**config.mk**
```make
export PLATFORM = sky130hd
export DESIGN_NAME = sdma_sap_padding_scanner
export DESIGN_NICKNAME = d
export VERILOG_FILES = /design/src/rtl/sdma_sap_padding_scanner.sv
export SDC_FILE = /design/constraint.sdc
export NUM_CORES = 1
export LEC_CHECK = 0
export CAP_MARGIN = 10
export CORE_MARGIN = 4
export CORE_UTILIZATION = 55
export CTS_CLUSTER_DIAMETER = 50
export DETAILED_ROUTE_END_ITERATION = 7
export PLACE_DENSITY = 0.83
export REMOVE_ABC_BUFFERS = 1
export SLEW_MARGIN = 10
export SYNTH_ARGS = -nofsm -noshare
export SYNTH_HDL_FRONTEND = slang
export SYNTH_SLANG_ARGS = --single-unit
```
**constraint.sdc**
```tcl
create_clock -name i_clk -period 11.8 [get_ports i_clk]
set_input_delay 2.36 -clock i_clk [delete_from_list [all_inputs] [get_ports i_clk]]
set_output_delay 2.36 -clock i_clk [all_outputs]
set_load 0.01 [all_outputs]
```
**src/rtl/sdma_sap_padding_scanner.sv**
```systemverilog
// sdma_sap_padding_scanner: walks the padded / zero-inserted output volume in one of six axis orders,
// emitting one valid/ready beat per element with pad flag, source coordinate and last marker.
module sdma_sap_padding_scanner #(
    parameter int DW = 16,
    parameter int PW = 4,
    parameter int ZW = 3
) (
    input  logic          i_clk,
    input  logic          i_rst,
    input  logic          i_start,
    input  logic          i_paddingen,
    input  logic          i_upsampleen,
    input  logic [PW-1:0] i_padl0,
    input  logic [PW-1:0] i_padr0,
    input  logic [PW-1:0] i_padl1,
    input  logic [PW-1:0] i_padr1,
    input  logic [ZW-1:0] i_insz0,
    input  logic [ZW-1:0] i_insz1,
    input  logic [DW-1:0] i_srcfmsc,
    input  logic [DW-1:0] i_srcfmsx,
    input  logic [DW-1:0] i_srcfmsy,
    input  logic [2:0]    i_axis,
    output logic          o_valid,
    input  logic          i_ready,
    output logic          o_pad,
    output logic [DW-1:0] o_src_c,
    output logic [DW-1:0] o_src_x,
    output logic [DW-1:0] o_src_y,
    output logic          o_last,
    output logic          o_busy,
    output logic          o_done
);
    localparam int LW = DW + ZW + 2;
    typedef enum logic [1:0] {IDLE, LOAD, RUN} state_t;

    state_t        state_q, state_d;
    logic [1:0]    sel0_q, sel0_d, sel1_q, sel1_d;
    logic [DW-1:0] s0_q, s0_d, s1_q, s1_d, s2_q, s2_d;
    logic [PW-1:0] pl0_q, pl0_d, pr0_q, pr0_d, pl1_q, pl1_d, pr1_q, pr1_d;
    logic [ZW-1:0] z0_q, z0_d, z1_q, z1_d, ph0_q, ph0_d, ph1_q, ph1_d;
    logic [LW-1:0] p0_q, p0_d, p1_q, p1_d, p2_q, p2_d;
    logic [DW-1:0] i0_q, i0_d, i1_q, i1_d;
    logic          valid_q, valid_d, pad_q, pad_d, last_q, last_d, busy_q, busy_d, done_q, done_d;
    logic [DW-1:0] c_q, c_d, x_q, x_d, y_q, y_d;

    logic [LW-1:0] sp0, sp1, e0, e1, l0, l1, l2, n_p0, n_p1, n_p2;
    logic [ZW-1:0] n_ph0, n_ph1;
    logic [DW-1:0] n_i0, n_i1;
    logic [5:0]    ord;
    logic          load, w0, w1, src0, src1, nsrc0, nsrc1, empty, upd, npad;

    // Returns {outer, middle, inner} selectors, each 0=c 1=x 2=y.
    function automatic logic [5:0] axis_ord(input logic [2:0] a);
        case (a)
            3'b111:  return {2'd0, 2'd1, 2'd2};
            3'b001:  return {2'd2, 2'd1, 2'd0};
            3'b110:  return {2'd2, 2'd0, 2'd1};
            3'b010:  return {2'd1, 2'd2, 2'd0};
            3'b101:  return {2'd1, 2'd0, 2'd2};
            default: return {2'd0, 2'd2, 2'd1};
        endcase
    endfunction

    function automatic logic [DW-1:0] dim_of(input logic [1:0] s, input logic [DW-1:0] c, x, y);
        return s == 2'd0 ? c : s == 2'd1 ? x : y;
    endfunction

    // Geometry and the step to the next position; in LOAD the step lands on the origin.
    always_comb begin
        sp0   = (s0_q == '0) ? '0 : LW'(s0_q) + (LW'(s0_q) - LW'(1)) * LW'(z0_q);
        sp1   = (s1_q == '0) ? '0 : LW'(s1_q) + (LW'(s1_q) - LW'(1)) * LW'(z1_q);
        e0    = LW'(pl0_q) + sp0;
        e1    = LW'(pl1_q) + sp1;
        l0    = e0 + LW'(pr0_q);
        l1    = e1 + LW'(pr1_q);
        l2    = LW'(s2_q);
        load  = state_q == LOAD;
        w0    = p0_q == l0 - LW'(1);
        w1    = p1_q == l1 - LW'(1);
        src0  = p0_q >= LW'(pl0_q) && p0_q < e0 && ph0_q == '0;
        src1  = p1_q >= LW'(pl1_q) && p1_q < e1 && ph1_q == '0;
        n_p0  = (load || w0) ? '0 : p0_q + LW'(1);
        n_ph0 = (load || n_p0 <= LW'(pl0_q) || ph0_q == z0_q) ? '0 : ph0_q + ZW'(1);
        n_i0  = (load || w0) ? '0 : i0_q + DW'(src0);
        n_p1  = (load || (w0 && w1)) ? '0 : w0 ? p1_q + LW'(1) : p1_q;
        n_ph1 = load ? '0 : !w0 ? ph1_q : (n_p1 <= LW'(pl1_q) || ph1_q == z1_q) ? '0 : ph1_q + ZW'(1);
        n_i1  = (load || (w0 && w1)) ? '0 : i1_q + DW'(w0 && src1);
        n_p2  = load ? '0 : (w0 && w1) ? p2_q + LW'(1) : p2_q;
        nsrc0 = n_p0 >= LW'(pl0_q) && n_p0 < e0 && n_ph0 == '0;
        nsrc1 = n_p1 >= LW'(pl1_q) && n_p1 < e1 && n_ph1 == '0;
        npad  = !(nsrc0 && nsrc1);
    end

    always_comb begin
        ord     = axis_ord(i_axis);
        state_d = state_q;
        sel0_d  = sel0_q;
        sel1_d  = sel1_q;
        s0_d    = s0_q;
        s1_d    = s1_q;
        s2_d    = s2_q;
        pl0_d   = pl0_q;
        pr0_d   = pr0_q;
        pl1_d   = pl1_q;
        pr1_d   = pr1_q;
        z0_d    = z0_q;
        z1_d    = z1_q;
        p0_d    = p0_q;
        p1_d    = p1_q;
        p2_d    = p2_q;
        ph0_d   = ph0_q;
        ph1_d   = ph1_q;
        i0_d    = i0_q;
        i1_d    = i1_q;
        valid_d = valid_q;
        pad_d   = pad_q;
        last_d  = last_q;
        c_d     = c_q;
        x_d     = x_q;
        y_d     = y_q;
        done_d  = 1'b0;
        empty   = s0_q == '0 || s1_q == '0 || s2_q == '0;
        upd     = (load && !empty) || (state_q == RUN && i_ready && !last_q);
        if (state_q == IDLE && i_start && !done_q) begin
            state_d = LOAD;
            sel0_d  = ord[1:0];
            sel1_d  = ord[3:2];
            s0_d    = dim_of(ord[1:0], i_srcfmsc, i_srcfmsx, i_srcfmsy);
            s1_d    = dim_of(ord[3:2], i_srcfmsc, i_srcfmsx, i_srcfmsy);
            s2_d    = dim_of(ord[5:4], i_srcfmsc, i_srcfmsx, i_srcfmsy);
            pl0_d   = i_paddingen ? i_padl0 : '0;
            pr0_d   = i_paddingen ? i_padr0 : '0;
            pl1_d   = i_paddingen ? i_padl1 : '0;
            pr1_d   = i_paddingen ? i_padr1 : '0;
            z0_d    = i_upsampleen ? i_insz0 : '0;
            z1_d    = i_upsampleen ? i_insz1 : '0;
        end
        if (load) begin
            state_d = empty ? IDLE : RUN;
            done_d  = empty;
        end
        if (state_q == RUN && i_ready && last_q) begin
            state_d = IDLE;
            done_d  = 1'b1;
            valid_d = 1'b0;
            pad_d   = 1'b0;
            last_d  = 1'b0;
            c_d     = '0;
            x_d     = '0;
            y_d     = '0;
        end
        if (upd) begin
            p0_d    = n_p0;
            p1_d    = n_p1;
            p2_d    = n_p2;
            ph0_d   = n_ph0;
            ph1_d   = n_ph1;
            i0_d    = n_i0;
            i1_d    = n_i1;
            valid_d = 1'b1;
            pad_d   = npad;
            last_d  = n_p0 == l0 - LW'(1) && n_p1 == l1 - LW'(1) && n_p2 == l2 - LW'(1);
            c_d     = npad ? '0 : sel0_q == 2'd0 ? n_i0 : sel1_q == 2'd0 ? n_i1 : DW'(n_p2);
            x_d     = npad ? '0 : sel0_q == 2'd1 ? n_i0 : sel1_q == 2'd1 ? n_i1 : DW'(n_p2);
            y_d     = npad ? '0 : sel0_q == 2'd2 ? n_i0 : sel1_q == 2'd2 ? n_i1 : DW'(n_p2);
        end
        busy_d = state_d != IDLE || done_d;
    end

    always_ff @(posedge i_clk or posedge i_rst) begin
        if (i_rst) begin
            state_q <= IDLE;
            sel0_q  <= '0;
            sel1_q  <= '0;
            s0_q    <= '0;
            s1_q    <= '0;
            s2_q    <= '0;
            pl0_q   <= '0;
            pr0_q   <= '0;
            pl1_q   <= '0;
            pr1_q   <= '0;
            z0_q    <= '0;
            z1_q    <= '0;
            p0_q    <= '0;
            p1_q    <= '0;
            p2_q    <= '0;
            ph0_q   <= '0;
            ph1_q   <= '0;
            i0_q    <= '0;
            i1_q    <= '0;
            valid_q <= 1'b0;
            pad_q   <= 1'b0;
            last_q  <= 1'b0;
            busy_q  <= 1'b0;
            done_q  <= 1'b0;
            c_q     <= '0;
            x_q     <= '0;
            y_q     <= '0;
        end else begin
            state_q <= state_d;
            sel0_q  <= sel0_d;
            sel1_q  <= sel1_d;
            s0_q    <= s0_d;
            s1_q    <= s1_d;
            s2_q    <= s2_d;
            pl0_q   <= pl0_d;
            pr0_q   <= pr0_d;
            pl1_q   <= pl1_d;
            pr1_q   <= pr1_d;
            z0_q    <= z0_d;
            z1_q    <= z1_d;
            p0_q    <= p0_d;
            p1_q    <= p1_d;
            p2_q    <= p2_d;
            ph0_q   <= ph0_d;
            ph1_q   <= ph1_d;
            i0_q    <= i0_d;
            i1_q    <= i1_d;
            valid_q <= valid_d;
            pad_q   <= pad_d;
            last_q  <= last_d;
            busy_q  <= busy_d;
            done_q  <= done_d;
            c_q     <= c_d;
            x_q     <= x_d;
            y_q     <= y_d;
        end
    end

    assign o_valid = valid_q;
    assign o_pad   = pad_q;
    assign o_src_c = c_q;
    assign o_src_x = x_q;
    assign o_src_y = y_q;
    assign o_last  = last_q;
    assign o_busy  = busy_q;
    assign o_done  = done_q;
endmodule

```
[Word-level counts from Yosys, hierarchy flattened]
Cells that the tools add are included.
Storage, ports and cells
  register bits: 230
  latch bits: 0
  RAM bits: 0
  ROM bits: 0
  bits of input ports: 79
  output and inout port bits: 53
  memories kept: 0
Operators by class
  add/subtract/negate cells: 18
  multipliers: 2
  divide/modulo/power cells: 0
  magnitude comparators: 10
  eq/ne operators: 21
  shifts and indexed selects: 0
  muxes and demuxes: 49
  bitwise operators: 0
  reduce and logical (&&, ||, !) cells: 47
Operators with widths (count)
  16-bit two-way mux: 21
  21-bit two-way mux: 7
  21-bit equality test: 5
  21-bit by 4-bit >= comparator with 1-bit output: 4
  21-bit less-than comparator: 4
  21-bit by 1-bit adder with 21-bit output (second input constant): 3
  16-bit by 1-bit subtractor with 17-bit output (second input constant): 3
  16-bit logical NOT: 3
  16-bit by 21-bit adder with 21-bit output: 2
  21-bit by 4-bit adder with 21-bit output: 2
  4-bit by 21-bit adder with 21-bit output: 2
  21-bit by 4-bit <= comparator with 1-bit output: 2
  21-bit by 3-bit multiplier with 21-bit output: 2
  21-bit by 1-bit subtractor with 21-bit output (second input constant): 2
  16-bit by 1-bit adder with 16-bit output: 2
  6-bit one-hot mux with 5 select lines: 1
  1-bit logical AND: 19
  3-bit two-way mux: 6
  4-bit two-way mux: 4
  2-bit by 1-bit equality test with 1-bit output (second input constant): 6
  2-bit logical NOT: 6
  3-bit logical NOT: 4
  3-bit equality test (second input constant): 3
  1-bit logical OR: 9
  9 further kinds: 25

[Depth between registers and ports, before layout]
  depth in word-level cells: 21
  mapped depth: 57

[Least setup slack after synthesis]
Ideal clock, no wire load.
  kind: register -> register
  start: register s1_q[5]
  end: register x_q[0], in the netlist o_src_x[0]
  library setup time: 0.068 ns
  arrival time: 10.796 ns
  required time: 11.732 ns
  setup slack: 0.936 ns
  cell stages (with the launch flop): 53
  buffers on the path: 7
  period minus slack after synthesis: 10.864 ns
  cell sequence: dfrtp_1 > or3_1 > nor3_1 > nand2b_1 > nor2_1 > xor2_1 > nand2_1 > fa_1 > inv_1 > fa_1 > ha_1 > and3_1 > o211ai_1 > a21oi_1 > nor3_1 > nor3_2 > nand3_4 > o311a_1 > [... 17 more ...] > buf_1 > nor2_1 > ha_1 > a21oi_1 > nor2b_1 > o21ai_0 > nand2b_1 > a21oi_1 > nor2b_1 > o21ai_0 > nand2b_1 > a221oi_1 > o311ai_0 > a211oi_1 > and3_1 > buf_2 > buf_2 > a32o_1
Between the ends
  cells in the longest elaborated chain, start to end: 21
Ends and longest elaborated chain
  start: declaration: line 38  | logic [DW-1:0] s0_q, s0_d, s1_q, s1_d, s2_q, s2_d;
  start signal: assignment: line 176  | s1_q <= '0;
  start signal: assignment: line 204  | s1_q <= s1_d;
  16-bit by 1-bit subtractor with 17-bit output: line 71  | sp1 = (s1_q == '0) ? '0 : LW'(s1_q) + (LW'(s1_q) - LW'(1)) * LW'(z1_q);
  21-bit by 3-bit multiplier with 21-bit output: line 71
  16-bit by 21-bit adder with 21-bit output: line 71
  21-bit two-way mux *: line 71
  4-bit by 21-bit adder with 21-bit output *: line 73  | e1 = LW'(pl1_q) + sp1;
  21-bit by 4-bit adder with 21-bit output *: line 75  | l1 = e1 + LW'(pr1_q);
  21-bit by 1-bit subtractor with 21-bit output *: line 79  | w1 = p1_q == l1 - LW'(1);
  21-bit equality test *: line 79
  [... 3 more ...]
  named net n_p1[7]: line 46  | logic [LW-1:0] sp0, sp1, e0, e1, l0, l1, l2, n_p0, n_p1, n_p2;
  21-bit by 4-bit <= comparator with 1-bit output: line 86  | n_ph1 = load ? '0 : !w0 ? ph1_q : (n_p1 <= LW'(pl1_q) || ph1_q == z1_q) ? '0 : ph1_q + ZW'(1);
  1-bit logical OR: line 86
  3-bit two-way mux (3 in a row): line 86
  3-bit logical NOT: line 90  | nsrc1 = n_p1 >= LW'(pl1_q) && n_p1 < e1 && n_ph1 == '0;
  1-bit logical AND *: line 90
  1-bit logical AND *: line 91  | npad = !(nsrc0 && nsrc1);
  16-bit two-way mux *: line 164  | x_d = npad ? '0 : sel0_q == 2'd1 ? n_i0 : sel1_q == 2'd1 ? n_i1 : DW'(n_p2);
  16-bit two-way mux *: line 152  | if (upd) begin
  end signal: assignment: line 197  | x_q <= '0;
  end signal: assignment: line 225  | x_q <= x_d;
  end: declaration: line 44  | logic [DW-1:0] c_q, c_d, x_q, x_d, y_q, y_d;
The timed path passes the listed nets; every way through them passes the cells marked *.
A chain may end at the register's enable or synchronous reset.

[Final worst setup path]
  start: register s0_q[0]
  end: register x_q[0], in the netlist o_src_x[0]
RTL lines
  start: declaration: line 38
  start signal: assignment: line 175  | s0_q <= '0;
  start signal: assignment: line 203  | s0_q <= s0_d;
  16-bit by 1-bit subtractor with 17-bit output: line 70  | sp0 = (s0_q == '0) ? '0 : LW'(s0_q) + (LW'(s0_q) - LW'(1)) * LW'(z0_q);
  21-bit by 3-bit multiplier with 21-bit output: line 70
  16-bit by 21-bit adder with 21-bit output: line 70
  21-bit two-way mux *: line 70
  4-bit by 21-bit adder with 21-bit output *: line 72  | e0 = LW'(pl0_q) + sp0;
  21-bit by 4-bit adder with 21-bit output *: line 74  | l0 = e0 + LW'(pr0_q);
  21-bit by 1-bit subtractor with 21-bit output *: line 78  | w0 = p0_q == l0 - LW'(1);
  21-bit equality test *: line 78
  [... 2 more ...]
  named net n_p0[13]: line 46
  21-bit by 4-bit <= comparator with 1-bit output: line 83  | n_ph0 = (load || n_p0 <= LW'(pl0_q) || ph0_q == z0_q) ? '0 : ph0_q + ZW'(1);
  1-bit logical OR (2 in a row): line 83
  3-bit two-way mux: line 83
  3-bit logical NOT: line 89  | nsrc0 = n_p0 >= LW'(pl0_q) && n_p0 < e0 && n_ph0 == '0;
  1-bit logical AND *: line 89
  1-bit logical AND *: line 91
  16-bit two-way mux *: line 164
  16-bit two-way mux *: line 152
Marks and branches as above.

==> impl_results.html <==
<table>
<tr><th>Metric</th><th>Value</th></tr>
<tr><th colspan="2">Critical path</th></tr>
<tr><td>Slowest stage cell, crit path</td><td>sky130_fd_sc_hd__fa_1</td></tr>
<tr><td>Top cell family by delay on the critical path</td><td>compound AO/OA/AOI/OAI gates</td></tr>
<tr><td>Type of the setup path with the least slack</td><td>reg2reg</td></tr>
<tr><td>Worst r2r path cells</td><td>42</td></tr>
<tr><td>Worst reg2reg path endpoint</td><td>o_src_x[0]</td></tr>
<tr><td>WP data arrival</td><td>11.92 ns</td></tr>
<tr><td>Largest stage delay on the critical path</td><td>~0.57 ns</td></tr>
<tr><td>Worst setup slack for register-to-register paths</td><td>about 0.42 ns</td></tr>
<tr><td>Library cell appearing most often on the critical path</td><td>sky130_fd_sc_hd__ha_1</td></tr>
<tr><td>Launching point of the worst reg2reg path</td><td>s0_q[0]</td></tr>
<tr><td>Launching element type of the critical path</td><td>flip-flop</td></tr>
<tr><td>Buf+Inv Stages, Crit Path</td><td>7</td></tr>
<tr><td>Top fanout value on the critical path</td><td>34</td></tr>
<tr><td>Required time of the critical path</td><td>between 10 and 15 ns</td></tr>
<tr><td>Setup crit end kind</td><td>flip-flop</td></tr>
<tr><th colspan="2">Clocking</th></tr>
<tr><td>Num Clock Sinks</td><td>230</td></tr>
<tr><td>Clk buf depth</td><td>3</td></tr>
<tr><td>TritonCTS clock tree</td><td>done</td></tr>
<tr><td>Clock-pin slew reported for the worst setup and hold paths after clock tree synthesis</td><td>approximately 0.060 ns</td></tr>
<tr><td>Maximum level of the CTS H-tree</td><td>1</td></tr>
<tr><td>Clock root buffer master</td><td>sky130_fd_sc_hd__clkbuf_16</td></tr>
<tr><td>Hold-fix buffers at CTS</td><td>0</td></tr>
<tr><td>Number of buffers created by CTS</td><td>31</td></tr>
<tr><td>Source-to-sink clock delay at the later pin of the worst-skew pair</td><td>around 0.61 ns</td></tr>
<tr><th colspan="2">Pwr</th></tr>
<tr><td>Highest ir drop seen on vdd</td><td>roughly 0.18 mV</td></tr>
<tr><td>Power per unit of standard cell area</td><td>around 160 mW/mm²</td></tr>
<tr><td>Reported leakage power</td><td>around 14 nW</td></tr>
<tr><th colspan="2">Cells and area</th></tr>
<tr><td>Area taken by flip-flops and latches</td><td>0.005756 mm²</td></tr>
<tr><td>Share of cells above drive strength 1</td><td>around 7.0%</td></tr>
<tr><td>Multi-input gate area</td><td>between 0.02 and 0.025 mm²</td></tr>
<tr><td>Number of diodes</td><td>0</td></tr>
<tr><td>Finished layout cell area</td><td>between 0.03 and 0.04 mm²</td></tr>
<tr><td>Area growth syn-to-layout</td><td>12.43%</td></tr>
<tr><td>Total Nets Final</td><td>just under 4000</td></tr>
<tr><td>Cell Count, Final, Fillers Out</td><td>about 4300</td></tr>
<tr><td>Filler Cell Count</td><td>4186</td></tr>
<tr><th colspan="2">Routing</th></tr>
<tr><td>Residual antenna-violating net count after detailed routing</td><td>0</td></tr>
<tr><td>Max Used Layer</td><td>met5</td></tr>
<tr><td>Total met3 wirelength after detailed routing</td><td>approximately 10 mm</td></tr>
<tr><td>Post-route met1 wirelength</td><td>35.36 mm</td></tr>
<tr><td>Number of iterations in the first detailed-routing pass</td><td>8</td></tr>
<tr><td>Met2 routed WL</td><td>37.60 mm</td></tr>
<tr><td>Detailed Route Iter0 Violations</td><td>3573</td></tr>
<tr><td>Ratio of routed vias to standard cells</td><td>around 6.4</td></tr>
<tr><td>Routed len/inst</td><td>just over 20 µm</td></tr>
<tr><td>Total vias in the final route</td><td>approximately 27000</td></tr>
<tr><td>Total wire length</td><td>about 87 mm</td></tr>
<tr><td>Detailed-route DRC error count</td><td>7</td></tr>
<tr><th colspan="2">Timing</th></tr>
<tr><td>Final worst slack</td><td>0.4172 ns</td></tr>
<tr><td>Final slew viol count</td><td>0</td></tr>
<tr><td>Share of the clock period used by the worst path</td><td>about 96%</td></tr>
<tr><td>Worst clock skew on the final layout</td><td>roughly 0.032 ns</td></tr>
<tr><td>Number of endpoints failing setup at the final stage</td><td>0</td></tr>
<tr><td>Tightest Pin Transition</td><td>1.128 ns</td></tr>
<tr><td>Highest clock frequency the design can meet</td><td>about 88 MHz</td></tr>
<tr><td>Final critical-path required period</td><td>11.38 ns</td></tr>
<tr><td>Slew margin rel.</td><td>24.65%</td></tr>
<tr><td>Final count of hold timing violations</td><td>0</td></tr>
<tr><th colspan="2">Placement</th></tr>
<tr><td>Instance area after placement</td><td>0.02892 mm²</td></tr>
<tr><td>Detailed-placement wirelength estimate</td><td>between 60 and 70 mm</td></tr>
<tr><td>IO buf count</td><td>~130</td></tr>
<tr><td>Worst slack at placement</td><td>~0.2 ns</td></tr>
<tr><td>Total instance count after detailed placement</td><td>4184</td></tr>
<tr><td>Global placement routability congestion</td><td>1.057</td></tr>
<tr><th colspan="2">GRT</th></tr>
<tr><td>Vias in the first global route</td><td>25026</td></tr>
<tr><td>Pin count of the biggest net entering global routing</td><td>100</td></tr>
<tr><td>GRT overflow</td><td>0</td></tr>
<tr><td>Total Routing Usage GR</td><td>approximately a third</td></tr>
<tr><td>Initial antenna violation count</td><td>1</td></tr>
<tr><td>First-pass GRT wire length</td><td>136.3 mm</td></tr>
<tr><th colspan="2">Run status</th></tr>
<tr><td>Violations in the final reports</td><td>design-rule violations</td></tr>
<tr><td>Result of the run</td><td>finished with violations</td></tr>
<tr><th colspan="2">Worst hold path</th></tr>
<tr><td>Worst Hold Path EP</td><td>o_src_y[9]</td></tr>
<tr><td>Worst Hold Path Cells</td><td>2</td></tr>
<tr><td>Hold/Removal Path Class</td><td>reg2reg</td></tr>
<tr><td>Worst Min Path Start</td><td>o_src_y[9]</td></tr>
<tr><th colspan="2">Run</th></tr>
<tr><td>Number of max-cap violations</td><td>0</td></tr>
<tr><th colspan="2">Synthesis</th></tr>
<tr><td>Post-synth top area cell</td><td>sky130_fd_sc_hd__dfrtp_1</td></tr>
<tr><td>Avg Synthesized Cell Area</td><td>around 7.6 µm²</td></tr>
<tr><td>Top area cells in the synthesized netlist</td><td>sky130_fd_sc_hd__dfrtp_1 21%, sky130_fd_sc_hd__ha_1 9.8%, sky130_fd_sc_hd__nand2_1 7.6%, sky130_fd_sc_hd__fa_1 5.0%, sky130_fd_sc_hd__xnor2_1 5.0%</td></tr>
<tr><td>Mapped cell area</td><td>between 0.02 and 0.03 mm²</td></tr>
<tr><td>Register area share after synthesis</td><td>about a fifth</td></tr>
<tr><td>Yosys warns</td><td>0</td></tr>
<tr><td>Commonest cells in the netlist</td><td>545 x sky130_fd_sc_hd__nand2_1, 292 x sky130_fd_sc_hd__nor2_1, 230 x sky130_fd_sc_hd__dfrtp_1</td></tr>
<tr><td>Number of register bits inferred by synthesis</td><td>230</td></tr>
<tr><td>Post-synth EDFFs</td><td>0</td></tr>
<tr><td>Fraction of synthesis flops using an asynchronous set or reset pin</td><td>100.0%</td></tr>
<tr><td>Most used standard cell by instance count after synthesis</td><td>sky130_fd_sc_hd__nand2_1</td></tr>
<tr><td>Cells after synthesis</td><td>roughly 3500</td></tr>
<tr><td>Top FF cell, synth</td><td>sky130_fd_sc_hd__dfrtp_1</td></tr>
<tr><td>Area share of the largest cell type after synthesis</td><td>21.29%</td></tr>
<tr><td>Cell variety after synth</td><td>around 100</td></tr>
<tr><th colspan="2">Floorplan</th></tr>
<tr><td>Die span in y</td><td>roughly 230 µm</td></tr>
<tr><td>Area of the die</td><td>0.05276 mm²</td></tr>
<tr><td>CORE AREA</td><td>0.04815 mm²</td></tr>
<tr><td>Starting Density</td><td>a little under three fifths</td></tr>
<tr><td>Number of I/O pins</td><td>132</td></tr>
<tr><td>Floorplan die width</td><td>approximately 230 µm</td></tr>
<tr><td>Number of rows created at floorplan</td><td>80</td></tr>
</table>
[worst register-to-register path, delay by kind of cell, from the launching register on]
family	cells	cell delay, ns
AOI/OAI and AO/OA	14	3.53
xor gates and xnor gates	4	1.30
adders and majority gates	8	2.98
buffers and inverters	7	1.16
DFF	1	0.43
muxes	1	0.19
and+or+nand+nor	8	1.76
[metal layers]
metal	global-route usage [%]	vias to the layer above
li1	-	12663
met1	43.92	12741
met2	48.24	1539
met3	7.240	272
met4	10.32	2
met5	0	-
[where the power goes]
| part | switching [mW] | internal [mW] |
|---|---|---|
| clock | 0.406 | 0.553 |
| combinational | 1.94 | 1.16 |
| sequential | 0.0723 | 0.826 |
[through the flow]
step	hold slack (ns)	TNS, ns	power (mW)	utilization, %
3_3_place_gp	0.4618	0	3.747	60.07
3_5_place_dp	0.4707	0	3.783	60.07
6_report	0.4744	0	4.964	63.12
4_1_cts	0.4845	0	4.756	62.23
5_1_grt	0.5057	-1.854	5.260	63.12
2_1_floorplan	0.4563	-22.46	2.929	-
[worst max-delay path by stage]
| stage | end | startpoint | cells after the start | slack (ns) |
|---|---|---|---|---|
| final | o_src_x[0] | s0_q[0] | 42 | 0.42 |
| after floorplan | o_pad | s0_q[0] | 44 | -0.74 |
| after global routing | o_src_c[14] | s1_q[1] | 48 | -0.09 |
| after detailed placement | o_src_x[0] | s1_q[5] | 47 | 0.20 |
| after CTS | o_src_x[0] | s0_q[4] | 43 | 0.11 |
| after global placement | o_src_c[8] | s1_q[5] | 44 | 0.36 |
[cell usage in the layout, fill, tap and decap left out, types with 75 or more instances in the layout]
master                              n
sky130_fd_sc_hd__nor2b_1           75
sky130_fd_sc_hd__nor3_1           106
sky130_fd_sc_hd__dfrtp_1          230
sky130_fd_sc_hd__clkdlybuf4s50_1  131
sky130_fd_sc_hd__xnor2_1          148
sky130_fd_sc_hd__nand2_1          545
sky130_fd_sc_hd__xor2_1           109
sky130_fd_sc_hd__nand3_1          111
sky130_fd_sc_hd__inv_1            171
sky130_fd_sc_hd__ha_1             210
sky130_fd_sc_hd__buf_4             78
sky130_fd_sc_hd__o21ai_0          197
sky130_fd_sc_hd__nor2_1           287
sky130_fd_sc_hd__a21oi_1          174
[state kept, by name, indices dropped and copies added (netlist names), 3 cells and up]
| name | count |
|---|---|
| i0_q | 16 |
| i1_q | 16 |
| o_src_c | 16 |
| o_src_x | 16 |
| o_src_y | 16 |
| p0_q | 21 |
| p1_q | 21 |
| p2_q | 21 |
| ph0_q | 3 |
| ph1_q | 3 |
| pl0_q | 4 |
| pl1_q | 4 |
| pr0_q | 4 |
| pr1_q | 4 |
| s0_q | 16 |
| s1_q | 16 |
| s2_q | 16 |
| z0_q | 3 |
| z1_q | 3 |
[timing repair]
action	4_1_cts	5_1_grt
buffers inserted	0	19
setup endpoints to repair	0	49
hold endpoints to repair	0	0
gates resized for setup	0	58
[cells by family after synthesis]
group	share of synthesized area, %
mux	2.129
fa+ha+maj	14.92
flops	21.29
buf+inv	5.420
xor+xnor	9.054
simple gates	26.63
compound gates	20.54
other cells	0.01387
[final cells by class]
type	count	area share [%]
Clock buffer	39	2.717
Tap cell	656	2.701
Sequential cell	230	18.94
Inverter	173	2.161
Clock inverter	19	0.7081
Multi-Input combinational cell	2934	66.40
Timing Repair Buffer	211	6.373
No activity file was read; power rests on OpenSTA's default activity.
